`src/rtl/ip_clk_wiz_gen.sv`:
```
// ip_clk_wiz_gen: derives gated 100 MHz (0/180 deg), 50 MHz and 25 MHz clocks from a 100 MHz reference.
// Latency: locked 1 ref edge after reset release (LOCK_CYCLES+1 with the lock delay), clk_100m at edge 2.
// Backpressure: none; free-running clock outputs, no flow control.
//
// Ports:
//   clk              100 MHz reference clock
//   sys_rst          asynchronous active-high reset; forces every output low immediately
//   clk_100m         clk gated by an enable that changes only while clk is low
//   clk_100m_180deg  ~clk gated by an enable that changes only while ~clk is low
//   clk_50m/clk_25m  registered divide-by-2 / divide-by-4 outputs, 50 % duty
//   locked           high once the outputs are running
//
// Optional feature: define CLK_WIZ_LOCK_DELAY_EN to hold the outputs off for
// LOCK_CYCLES reference edges after reset release. Without it the outputs
// start on the first rising edge after release.

`timescale 1ns/1ps

module ip_clk_wiz_gen #(
   parameter int IN_PERIOD_NS = 10,
   parameter int LOCK_CYCLES  = 16
) (
   input  logic clk,
   input  logic sys_rst,
   output logic clk_100m,
   output logic clk_100m_180deg,
   output logic clk_50m,
   output logic clk_25m,
   output logic locked
);

   // Elaboration-time sanity check on the parameters.
   if (IN_PERIOD_NS < 1 || LOCK_CYCLES < 2 || LOCK_CYCLES > 1023) begin : g_param_err
      $error("ip_clk_wiz_gen: IN_PERIOD_NS must be >= 1 and LOCK_CYCLES in 2..1023");
   end

   // The run flag is captured on the rising edge of clk, so the register
   // holding it is the rising-edge enable (run_p) itself.
   logic       run_p;
   logic       run_n;
   logic [1:0] div;

`ifdef CLK_WIZ_LOCK_DELAY_EN
   localparam logic [9:0] LOCK_LAST = 10'(LOCK_CYCLES);

   logic [9:0] lock_cnt;

   // Count reference edges after release; run sets on the edge after the
   // count reaches LOCK_CYCLES, and the counter then holds.
   always_ff @(posedge clk or posedge sys_rst) begin
      if (sys_rst) begin
         lock_cnt <= '0;
         run_p    <= 1'b0;
      end else if (lock_cnt != LOCK_LAST) begin
         lock_cnt <= lock_cnt + 10'd1;
      end else begin
         run_p    <= 1'b1;
      end
   end
`else
   always_ff @(posedge clk or posedge sys_rst) begin
      if (sys_rst) begin
         run_p <= 1'b0;
      end else begin
         run_p <= 1'b1;
      end
   end
`endif

   // Enable for clk_100m is retimed to the falling edge so it only changes
   // while clk is low; the AND gate therefore never emits a runt pulse.
   always_ff @(negedge clk or posedge sys_rst) begin
      if (sys_rst) begin
         run_n <= 1'b0;
      end else begin
         run_n <= run_p;
      end
   end

   // Divider advances on the same rising edges that clk_100m carries, so the
   // divided clocks rise aligned with clk_100m.
   always_ff @(posedge clk or posedge sys_rst) begin
      if (sys_rst) begin
         div <= 2'd0;
      end else if (run_p) begin
         div <= div + 2'd1;
      end
   end

   // run_p changes on the rising edge of clk, i.e. while ~clk is low.
   assign clk_100m        = clk & run_n;
   assign clk_100m_180deg = ~clk & run_p;
   assign clk_50m         = div[0];
   assign clk_25m         = div[1];
   assign locked          = run_p;

endmodule

```
`config.mk`:
```
export PLATFORM = sky130hd
export DESIGN_NAME = ip_clk_wiz_gen
export DESIGN_NICKNAME = d
export VERILOG_FILES = /design/src/rtl/ip_clk_wiz_gen.sv
export SDC_FILE = /design/constraint.sdc
export NUM_CORES = 1
export LEC_CHECK = 0
export ABC_AREA = 1
export CAP_MARGIN = 10
export CORE_AREA = 5 5 42 44
export CTS_BUF_LIST = sky130_fd_sc_hd__clkbuf_4
export DETAILED_ROUTE_END_ITERATION = 10
export DIE_AREA = 0 0 47 49
export PLACE_DENSITY = 0.35
export SLEW_MARGIN = 20
export SYNTH_ARGS = -nofsm -noshare
export SYNTH_HDL_FRONTEND = slang
export SYNTH_SLANG_ARGS = --single-unit
```
`constraint.sdc`:
```
create_clock -name clk -period 1.45 [get_ports clk]
set_clock_uncertainty 0.05 [all_clocks]
set_input_delay 0.29 -clock clk [delete_from_list [all_inputs] [get_ports clk]]
set_output_delay 0.29 -clock clk [all_outputs]
set_load 0.02 [all_outputs]
```
==> Word-level counts from Yosys, hierarchy flattened <==
Index checks and enable logic that the tools add are counted.
{ "totals": {"in_bits": 2, "output_inout_bits": 5, "reg_bits": 4, "wordCells": 7} }
{ "classes": {"bitwise": 3, "addsub": 1} }
{ "op_table": {"columns": ["op", "n"], "rows": [
  ["adder 2 x 1 -> 2 bit (second input constant)", 1],
  ["AND 1 bit", 2],
  ["NOT 1 bit", 1]
]} }

==> Longest topological paths before layout <==
{ "logic_depth": {"word_depth": 2, "ltp_mapped": 3, "depth_no_buf": 3} }

==> impl_metrics.tcl <==
set metrics [dict create \
    die_width_um 47 \
    yosys.area.top_type "dfrtp_1" \
    drv_cap 0 \
    drcViolationCount 0 \
    antenna_cells 0 \
    clkLatencyLatePin_ns 0.34 \
    critPathRequiredTime_ns 1.11 \
    endpoint_kind "primary output" \
    min-delay-path-class "in2async" \
    setup_viol 3 \
    synth.area.top_cells "dfrtp_1 49%, dfrtn_1 16%, inv_1 12%" \
    io_pins 7 \
    dr.pass1.iters 1 \
    dieArea_sq_um 2300 \
    whs_ns 0.182 \
    worstPathCellList "nand2_1 -> inv_2 -> buf_6" \
    grt_overflow_total 0 \
    violations "setup timing" \
    vias 164 \
    synth_area_sq_um 154 \
    synth_nets 20 \
    startpoint_type "register" \
    grt_pass1_wl_um 752 \
    irDropWorstVdd_v 0.000779 \
    synth_cells 18 \
    track_usage 0.0565 \
    core-area_sq_um 1400 \
    ant_nets 0 \
    worstPathBufferInverterCount 2 \
    critPathTopFamily "flip-flops" \
    rows 14 \
    grt_max_degree 5 \
    postCtsSetupRepairBufs 0 \
    layout-drive-gt1-share 0.457 \
    cts_tree "yes" \
    synth_cell_types 7 \
    ys_ff_latch 4 \
    crit_fanout 1 \
    path_clk_slew_ns 0.04 \
    worst_slack_ns -0.579 \
    drv_slew 0 \
    synth_top_area_share 0.488 \
    outcome "finished with violations" \
    grt_antenna_before_repair 0 \
    ys_seq_area_frac 0.650 \
    p_leak_nw 0.183 \
    dpl.hpwl_um 259 \
    drt_iter0_drc 0 \
    critPathKind "reg2out" \
    rsz0062_at_grt "yes" \
    port_buffers 6 \
    fin_nets 37 \
    avgSynthCellArea_sq_um 8.55 \
    powerDensity_nw_per_um2 2410 \
    via_per_inst 3.22 \
    area_delta_synth_final_pct 113 \
    final_cell_mix "8 x clkbuf_4, 4 x inv_1, 4 x nand2_1" \
    cpMaxStageDelayCell "dfrtn_1" \
    drt-total-wl_um 413 \
    arrival_ns 1.69 \
    gp_congestion 0.633 \
    yosysWarnings 0 \
    critPathMaxStageDelay_ns 0.39 \
    start_util 0.110 \
    grt_pass1_vias 250 \
    finalPower_uw 789 \
    hold_viol_final 0 \
    die_h_um 49 \
    wl_per_cell_um 8.10 \
    layout_commonest_cell "clkbuf_4" \
]
cell type report:
class / instances / area (sq um)
clock inverters: 1 / 3.75
fillers: 166 / 1070
flip-flops and latches: 4 / 100
well taps: 16 / 20.0
clock buffers: 11 / 97.6
inverters: 4 / 15.0
repair buffers: 6 / 48.8
multi-input cells: 9 / 42.5
state kept, by name, indices dropped and copies added (netlist names):
name,flops
run_n,1
div,2
locked,1
per-layer routing:
layer / wire (um) / vias up / global-route usage
li1: - / 83 / -
met1: 180 / 74 / 0.0310
met2: 184 / 7 / 0.0452
met3: 47 / 0 / 0.0886
met4: 0 / 0 / 0.101
met5: 0 / - / 0
synthesized netlist by cell type:
cell and n:
conb_1 1, nand3_1 1, inv_1 5, nor2_1 3, dfrtp_1 3, nand2_1 4, dfrtn_1 1
logic make-up (layout without fill, tap and decap cells):
| logic type | Yosys count | count (layout) | synth area share |
|---|---|---|---|
| buffers and inverters | 5 | 22 | 0.122 |
| DFF | 4 | 4 | 0.650 |
| other | 1 | 1 | 0.0244 |
| and+or+nand+nor | 8 | 8 | 0.203 |
per-stage QoR:
stage               utilization  std cells  TNS (ns)  worst slack [ns]  instance area (sq um)
floorplan                     -         18    -0.119            -0.119                    154
global placement          0.178         42    -0.928            -0.645                    249
detailed placement        0.178         42    -0.925            -0.642                    249
CTS                       0.235         51    -0.671            -0.606                    329
global route              0.234         51    -0.692            -0.624                    328
finish                    0.234         51    -0.616            -0.579                    328
path summary, 6_finish.rpt:
check,from,end,slack [ns],cells after the start
worst max-delay path,run_n$_DFF_NP0_,clk_100m,-0.58,3
worst min-delay path,sys_rst,div[1]$_DFFE_PP0P_,0.18,3
worst max register to register,locked$_DFF_PP0_,run_n$_DFF_NP0_,0.12,0
worst min register to register,div[1]$_DFFE_PP0P_,div[1]$_DFFE_PP0P_,0.46,2
max in group asynchronous,sys_rst,run_n$_DFF_NP0_,0.56,2
min in group clk,div[1]$_DFFE_PP0P_,div[1]$_DFFE_PP0P_,0.46,2
power breakdown:
group / internal (mW) / switching, mW
clock network: 0.387 / 0.186
logic: 0.0300 / 0.0434
registers: 0.130 / 0.0131
total: 0.547 / 0.242
repair_timing:
item	CTS	global route
setup endpoints to repair	7	5
hold buffers	0	0
gates resized for setup	18	4
pin swaps	1	0
Note: power is estimated with default switching activity, not from simulation.
